File: src/rtl/csa_pkg.sv
// Shared definitions for the CSA record readers.
// Holds the reader FSM state encoding, the word-0 field layout helpers
// and the default record lengths of the CSA input and output streams.
package csa_pkg;

  typedef enum logic [1:0] {
    IDLE = 2'd0,
    READ = 2'd1,
    HOLD = 2'd2
  } csa_state_e;

  localparam int unsigned CSA_DATA_WIDTH       = 32;
  localparam int unsigned CSA_IN_RECORD_WORDS  = 5;
  localparam int unsigned CSA_OUT_RECORD_WORDS = 7;

  // Word 0 carries {channel, seq}: channel in the top bits, seq from bit 0.
  localparam int unsigned CSA_WORD0_IDX = 0;
  localparam int unsigned CSA_SEQ_LSB   = 0;

  // Channel field width; a single channel still gets a 1-bit field.
  function automatic int unsigned csa_chan_bits(input int unsigned chan_num);
    return (chan_num > 1) ? $clog2(chan_num) : 1;
  endfunction

  // Sequence field width: everything in word 0 below the channel field.
  function automatic int unsigned csa_seq_bits(input int unsigned data_width,
                                               input int unsigned chan_bits);
    return data_width - chan_bits;
  endfunction

endpackage

File: src/rtl/csa_seq_tracker.sv
// Per-channel sequence tracker.
// Ports:
//   axi_mm_clk, rst : clock, synchronous active-high reset
//   check           : strobe, compare and update the addressed channel
//   channel, seq    : fields taken from word 0 of the completed record
//   mismatch_c      : combinational, high when check finds seq != expected
module csa_seq_tracker
  import csa_pkg::*;
#(
  parameter int unsigned CHANNEL_BITS = 2,
  parameter int unsigned SEQ_BITS     = 30
) (
  input  logic                    axi_mm_clk,
  input  logic                    rst,
  input  logic                    check,
  input  logic [CHANNEL_BITS-1:0] channel,
  input  logic [SEQ_BITS-1:0]     seq,
  output logic                    mismatch_c
);

  // Sized to the full field range so every channel code has a slot.
  localparam int unsigned SLOTS = 1 << CHANNEL_BITS;

  logic [SEQ_BITS-1:0] expected_seq [SLOTS];

  assign mismatch_c = check && (seq != expected_seq[channel]);

  // Always resync to seq+1, so a gap is reported once and then tracked.
  always_ff @(posedge axi_mm_clk) begin
    if (rst) begin
      for (int i = 0; i < int'(SLOTS); i++) begin
        expected_seq[i] <= SEQ_BITS'(1);
      end
    end else if (check) begin
      expected_seq[channel] <= seq + SEQ_BITS'(1);
    end
  end

endmodule

File: src/rtl/csa_bulk_unpacker.sv
// Bulk record unpacker.
// Pops one RECORD_WORDS-word record from the bulk FIFO, assembles it into
// rec_data, presents it on a valid/ready interface and checks the
// per-channel sequence number carried in word 0.
// Ports:
//   axi_mm_clk, rst                : clock, synchronous active-high reset
//   fifo_r_ready, fifo_error_empty : FIFO has a full record / underflow
//   fifo_ren, fifo_rdata           : FIFO read strobe, data one cycle later
//   rec_valid, rec_ready           : record handshake
//   rec_data, rec_channel          : assembled record and its channel
//   seq_error, underflow           : one-cycle event pulses
//   clear_counters                 : zero record_count and error_count
//   record_count, error_count      : saturating event counters
module csa_bulk_unpacker
  import csa_pkg::*;
#(
  parameter int unsigned DATA_WIDTH   = CSA_DATA_WIDTH,
  parameter int unsigned RECORD_WORDS = CSA_OUT_RECORD_WORDS,
  parameter int unsigned CHANNEL_NUM  = 4,
  parameter int unsigned CHANNEL_BITS = csa_chan_bits(CHANNEL_NUM),
  parameter int unsigned SEQ_CHECK    = 1
) (
  input  logic                               axi_mm_clk,
  input  logic                               rst,
  input  logic                               fifo_r_ready,
  input  logic                               fifo_error_empty,
  output logic                               fifo_ren,
  input  logic [DATA_WIDTH-1:0]              fifo_rdata,
  output logic                               rec_valid,
  input  logic                               rec_ready,
  output logic [DATA_WIDTH*RECORD_WORDS-1:0] rec_data,
  output logic [CHANNEL_BITS-1:0]            rec_channel,
  output logic                               seq_error,
  output logic                               underflow,
  input  logic                               clear_counters,
  output logic [31:0]                        record_count,
  output logic [31:0]                        error_count
);

  localparam int unsigned SEQ_BITS = csa_seq_bits(DATA_WIDTH, CHANNEL_BITS);
  localparam int unsigned CNT_W    = $clog2(RECORD_WORDS + 1);
  localparam int unsigned WORD0_LO = DATA_WIDTH * CSA_WORD0_IDX;

  // Elaboration-time parameter guards.
  if (RECORD_WORDS < 2) begin : g_bad_record_words
    $error("csa_bulk_unpacker: RECORD_WORDS must be >= 2");
  end
  if ((CHANNEL_NUM == 0) || ((CHANNEL_NUM & (CHANNEL_NUM - 1)) != 0)) begin : g_bad_channel_num
    $error("csa_bulk_unpacker: CHANNEL_NUM must be a power of two");
  end
  if (CHANNEL_BITS >= DATA_WIDTH) begin : g_bad_channel_bits
    $error("csa_bulk_unpacker: CHANNEL_BITS must leave room for seq");
  end

  csa_state_e       state_q, state_d;
  logic [CNT_W-1:0] cnt_q, cnt_d;
  logic             ren_d;
  logic             valid_d;
  logic             underflow_d;
  logic             capture_c;
  logic             check_c;
  logic             handshake_c;
  logic             mismatch_c;
  logic [CNT_W-1:0] widx_c;

  // State register and word counter.
  always_ff @(posedge axi_mm_clk) begin
    if (rst) begin
      state_q <= IDLE;
      cnt_q   <= '0;
    end else begin
      state_q <= state_d;
      cnt_q   <= cnt_d;
    end
  end

  // Next state and next values of the registered control outputs.
  // In READ the counter runs 0..N: fifo_ren covers counts 0..N-1 and
  // captures trail by one cycle, so counts 1..N land words 0..N-1.
  always_comb begin
    state_d     = state_q;
    cnt_d       = cnt_q;
    ren_d       = 1'b0;
    valid_d     = 1'b0;
    underflow_d = 1'b0;
    capture_c   = 1'b0;
    check_c     = 1'b0;
    handshake_c = 1'b0;
    unique case (state_q)
      IDLE: begin
        if (fifo_r_ready) begin
          state_d = READ;
          cnt_d   = '0;
          ren_d   = 1'b1;
        end
      end
      READ: begin
        if (fifo_error_empty) begin
          state_d     = IDLE;
          underflow_d = 1'b1;
        end else begin
          capture_c = (cnt_q != '0);
          if (cnt_q == CNT_W'(RECORD_WORDS)) begin
            state_d = HOLD;
            valid_d = 1'b1;
            check_c = 1'b1;
          end else begin
            cnt_d = cnt_q + CNT_W'(1);
            ren_d = (cnt_q < CNT_W'(RECORD_WORDS - 1));
          end
        end
      end
      HOLD: begin
        valid_d = 1'b1;
        if (rec_ready) begin
          handshake_c = 1'b1;
          valid_d     = 1'b0;
          state_d     = IDLE;
        end
      end
      default: state_d = IDLE;
    endcase
  end

  assign widx_c = cnt_q - CNT_W'(1);

  // Record assembly; partial contents are never exposed with rec_valid.
  always_ff @(posedge axi_mm_clk) begin
    if (rst) begin
      rec_data    <= '0;
      rec_channel <= '0;
    end else if (capture_c) begin
      for (int w = 0; w < int'(RECORD_WORDS); w++) begin
        if (widx_c == CNT_W'(w)) begin
          rec_data[w*DATA_WIDTH +: DATA_WIDTH] <= fifo_rdata;
        end
      end
      if (widx_c == CNT_W'(CSA_WORD0_IDX)) begin
        rec_channel <= fifo_rdata[DATA_WIDTH-1 -: CHANNEL_BITS];
      end
    end
  end

  csa_seq_tracker #(
    .CHANNEL_BITS (CHANNEL_BITS),
    .SEQ_BITS     (SEQ_BITS)
  ) u_seq_tracker (
    .axi_mm_clk (axi_mm_clk),
    .rst        (rst),
    .check      (check_c && (SEQ_CHECK != 0)),
    .channel    (rec_channel),
    .seq        (rec_data[WORD0_LO + CSA_SEQ_LSB +: SEQ_BITS]),
    .mismatch_c (mismatch_c)
  );

  // Registered control outputs and saturating counters; clear has priority.
  always_ff @(posedge axi_mm_clk) begin
    if (rst) begin
      fifo_ren     <= 1'b0;
      rec_valid    <= 1'b0;
      underflow    <= 1'b0;
      seq_error    <= 1'b0;
      record_count <= '0;
      error_count  <= '0;
    end else begin
      fifo_ren  <= ren_d;
      rec_valid <= valid_d;
      underflow <= underflow_d;
      seq_error <= mismatch_c;
      if (clear_counters) begin
        record_count <= '0;
        error_count  <= '0;
      end else begin
        if (handshake_c && (record_count != 32'hFFFF_FFFF)) begin
          record_count <= record_count + 32'd1;
        end
        if (mismatch_c && (error_count != 32'hFFFF_FFFF)) begin
          error_count <= error_count + 32'd1;
        end
      end
    end
  end

endmodule

File: config.mk
export PLATFORM = sky130hd
export DESIGN_NAME = csa_bulk_unpacker
export DESIGN_NICKNAME = d
export VERILOG_FILES = /design/src/rtl/csa_pkg.sv /design/src/rtl/csa_seq_tracker.sv /design/src/rtl/csa_bulk_unpacker.sv
export SDC_FILE = /design/constraint.sdc
export NUM_CORES = 1
export LEC_CHECK = 0
export CORE_MARGIN = 3
export CORE_UTILIZATION = 30
export DETAILED_ROUTE_END_ITERATION = 10
export PLACE_DENSITY = 0.57
export RECOVER_POWER = 25
export SYNTH_ARGS = -nofsm -noshare
export SYNTH_HDL_FRONTEND = slang
export SYNTH_HIERARCHICAL = 1
export SYNTH_SLANG_ARGS = --single-unit
File: constraint.sdc
create_clock -name axi_mm_clk -period 3.1 [get_ports axi_mm_clk]
set_input_delay 0.465 -clock axi_mm_clk [delete_from_list [all_inputs] [get_ports axi_mm_clk]]
set_output_delay 0.465 -clock axi_mm_clk [all_outputs]
set_load 0.01 [all_outputs]
==> reports/qor.csv, run 1 <==
stage,metric,value,unit
floorplanning,die_x,248,um
final_layout,fin_util,41.9,%
flow_run,drv_cap,0,
timing,hold_viol,0,
timing,relSlewSlack,38.4,%
timing,fmax,299,MHz
worst_setup_path,crit_slowest_cell,mux4_2,
worst_hold_path,whs_endpoint,record_count[28],
power,power_leakage,8.51,nW
power,powerDensity,482,nW/um^2
global_route,grt_max_degree,164,
clocking,insertion_delay,0.60,ns
worst_setup_path,reg2reg_depth,13,
timing,setup_ws,-0.245,ns
floorplanning,row_count,88,
power,p_sw,2.60,mW
floorplanning,die_h,248,um
worst_setup_path,critical_path_arrival,3.85,ns
placement,pre_cts_ws,-0.250,ns
final_layout,layoutNonFillerInstCount,3073,
final_layout,fill_cells,5626,
placement,placed_cells,2964,
synth,syn_nets,1962,
final_layout,layout.nets,2323,
drt,first_iter_violations,1073,
final_layout,num_antenna_cells,0,
synth,synth_cell_types,63,
worst_setup_path,critPathKind,reg2reg,
power,power_frac_clock,48.3,%
global_route,grt_pass1_vias,15100,
timing,worst_pin_slew,0.921,ns
global_route,overflow,0,
worst_setup_path,end_kind,register,
floorplanning,ios,332,
clocking,numCtsBuffers,47,
clocking,cts-root-buf,clkbuf_16,
global_route,grt_pass1_wl,93400,um
worst_setup_path,r2r_end,error_count[27],
placement,dp.final_hpwl,42400,um
global_route,use_met2,32.3,%
worst_setup_path,start_kind,register,
clocking,hold_buffers,0,
clocking,cts_max_level,2,
synth,synth_xor_xnor_area_share,3.39,%
worst_setup_path,regToRegSetupSlack,-0.25,ns
worst_setup_path,r2r-start,rec_data[30],
synth,synth_compound_area_share,11.1,%
floorplanning,initial_core_util,30.3,%
placement,io_buffer_count,331,
final_layout,drive_above_1_share,11.0,%
drt,vias,15700,
synth,synth_top_family_by_area,simple AND/OR/NAND/NOR gates,
synth,ys_seq_area_share,54.4,%
placement,gp_congestion,0.838,
synth,synth_adder_area_share,0.999,%
floorplanning,coreArea,57800,sq um
synth,ys.flop_type,dfxtp_1,
timing,grt_setup_unrepaired,yes,
worst_setup_path,cp.required,3.61,ns
power,power_frac_seq,48.6,%
floorplanning,die-area,61400,sq um
worst_hold_path,hp-class,in2reg,
power,switching_share,22.2,%
worst_hold_path,min_from,rst,
drt,drt_first_pass_iters,5,
final_layout,syn_to_final_growth,38.0,%
synth,synthMuxAreaShare,4.40,%
worst_setup_path,crit_chain,buf_12 -> buf_12 -> buf_12 -> mux4_2 -> xnor2_2 -> nand4_1 -> nor4_2 -> a41oi_2 -> and4_4 -> nand4_1 -> a31o_4 -> or4_1 -> a21oi_2,
drt,routedWlPerCell,20.4,um
synth,synth_edf_count,120,
drt,via_per_inst,5.10,
synth,syn_inst,1910,
worst_setup_path,slowest_delay,0.52,ns
timing,period_share,108,%
synth,synth_area,17500,sq um
power,power,11.7,mW
timing,slew_violations,0,
global_route,use_met3,5.59,%
global_route,grt-busiest-layer,met2,
timing,period_minus_slack,3.35,ns
synth,ys_async_sr_fraction,0,%
power,internal-power,9.08,mW
clocking,clk_path_buf_depth,3,
worst_setup_path,worstPathMaxFanout,6,
global_route,grt_use_total,19.8,%
clocking,clock-sinks,417,
synth,synth_seq_cells,417,
outcome,violations,negative setup slack,
timing,final.setup_skew,0.0387,ns
synth,synthSimpleGateAreaFrac,22.1,%
global_route,grtUsageMet1,25.7,%
worst_setup_path,cp_common_cell,buf_12,
power,p_comb_share,3.1,%
synth,synth_warnings,6,
timing,finalSetupViolations,25,
power,ir_drop,0.435,mV
global_route,grt_antenna_before_repair,0,
synth,avgSynthCellArea,9.18,sq um
drt,ant_nets,0,
clocking,clkTransAtPathRegs,0.06,ns
worst_hold_path,holdPathStages,3,
clocking,cts_tree,built,
outcome,status,finished with violations,
drt,drc,0,
drt,wl,62700,um
## through the flow
stage	hold WS (ns)	area, sq um	TNS (ns)
finish	0.257	24200	-2.90
global route	0.244	24200	-5.63
CTS	0.221	24100	-1.65
detailed placement	0.446	22100	-2.48
global placement	0.442	22100	-1.81
floorplan	0.470	17600	0
## worst max path at each step
stage                             from         endpoint  slack (ns)  depth (start not counted)
after global routing      rec_data[30]  error_count[13]       -0.33                         14
after detailed placement  rec_data[30]  error_count[27]       -0.25                         11
after floorplan           rec_data[30]  error_count[27]        0.01                         12
final                     rec_data[30]  error_count[27]       -0.25                         13
after CTS                 rec_data[30]  error_count[13]       -0.22                         14
after global placement    rec_data[30]  error_count[27]       -0.22                         11
## metal layers
layer  routed length, um  vias up  share of wire, %
met5                   0        -                 0
met4                1610        0               2.6
met3                6190       96               9.9
met2               29300      661                47
met1               25600     7578                41
li1                    -     7340                 -
## what timing repair did
| item | CTS | global route |
|---|---|---|
| setup buffers | 20 | 4 |
| resized for setup | 34 | 31 |
| gates cloned | 1 | 0 |
| pin swaps | 36 | 29 |
| endpoints found under the setup margin | 22 | 31 |
## area by class of cell
type	instances	area (sq um)	area share, %
Sequential cell	417	9550	39.4
Inverter	33	124	0.511
Multi-Input combinational cell	1340	7620	31.5
Clock inverter	13	175	0.723
Tap cell	765	957	3.95
Clock buffer	73	1410	5.82
Timing Repair Buffer	432	4380	18.1
## state kept, by name, indices dropped and copies added (netlist names)
name,cells
fifo_ren,1
seq_error,1
record_count,32
rec_data,224
error_count,32
underflow,1
cnt_q,3
rec_valid,1
state_q,2
u_seq_tracker/expected_seq,120
## cell usage after synthesis, types with 17 or more instances
cell,number,area share [%]
nand2_1,514,11
xor2_1,33,1.6
nand3_1,24,0.68
o21ai_0,29,0.83
or3_1,23,0.82
and3_1,17,0.61
mux4_2,21,2.7
edfxtp_1,120,21
nor2_1,142,3.0
clkbuf_1,106,2.3
inv_1,33,0.71
nor3_1,17,0.48
dfxtp_1,297,34
o31ai_1,18,0.77
a21oi_1,271,7.7
and4_1,20,1.0
xnor2_1,35,1.7
nand4_1,40,1.4
## power groups by stage
| stage | combinational, mW | clock (mW) | sequential [mW] |
|---|---|---|---|
| 2_1_floorplan | 0.154 | 0 | 5.79 |
| 3_3_place_gp | 0.360 | 0 | 5.79 |
| 3_5_place_dp | 0.363 | 0 | 5.79 |
| 4_1_cts | 0.366 | 5.80 | 5.68 |
| 5_1_grt | 0.385 | 6.01 | 5.68 |
| 6_report | 0.361 | 5.64 | 5.68 |
## cell usage in the layout, fill, tap and decap left out, types with 16 or more instances in the layout
| master | Yosys | routed |
|---|---|---|
| a21oi_1 | 271 | 267 |
| and3_1 | 17 | 17 |
| and4_1 | 20 | 19 |
| buf_12 | 1 | 20 |
| buf_4 | 3 | 64 |
| clkbuf_16 | 0 | 48 |
| clkdlybuf4s50_1 | 0 | 160 |
| dfxtp_1 | 297 | 296 |
| dlygate4sd3_1 | 0 | 170 |
| edfxtp_1 | 120 | 120 |
| inv_1 | 33 | 33 |
| mux4_2 | 21 | 23 |
| nand2_1 | 514 | 514 |
| nand3_1 | 24 | 23 |
| nand4_1 | 40 | 40 |
| nor2_1 | 142 | 140 |
| o21ai_0 | 29 | 22 |
| or3_1 | 23 | 22 |
| or4_1 | 16 | 16 |
| xnor2_1 | 35 | 32 |
| xor2_1 | 33 | 32 |
## cell families after synthesis
family,after synthesis
AOI/OAI and AO/OA,357
buffers and inverters,153
xor gates and xnor gates,68
DFF,417
and+or+nand+nor,865
adders and majority gates,14
muxes,36
## worst max-delay path, delay by kind of cell, from the launching register on
kind / cells / cell delay [ns]
compound gates: 3 / 0.74
xor+xnor: 1 / 0.16
buf+inv: 3 / 0.35
flops: 1 / 0.38
mux: 1 / 0.52
simple gates: 5 / 1.08
Note: power is estimated with default switching activity, not from simulation.
==> inputs of run 2 (changes only) <==
--- a/config.mk
+++ b/config.mk
@@ -5,6 +5,7 @@
 export SDC_FILE = /design/constraint.sdc
 export NUM_CORES = 1
 export LEC_CHECK = 0
+export ABC_CLOCK_PERIOD_IN_PS = 3100
 export CORE_MARGIN = 3
 export CORE_UTILIZATION = 30
 export DETAILED_ROUTE_END_ITERATION = 10
==> results of run 2 <==
The final DEF is identical to that of run 1; final timing and power are the same.
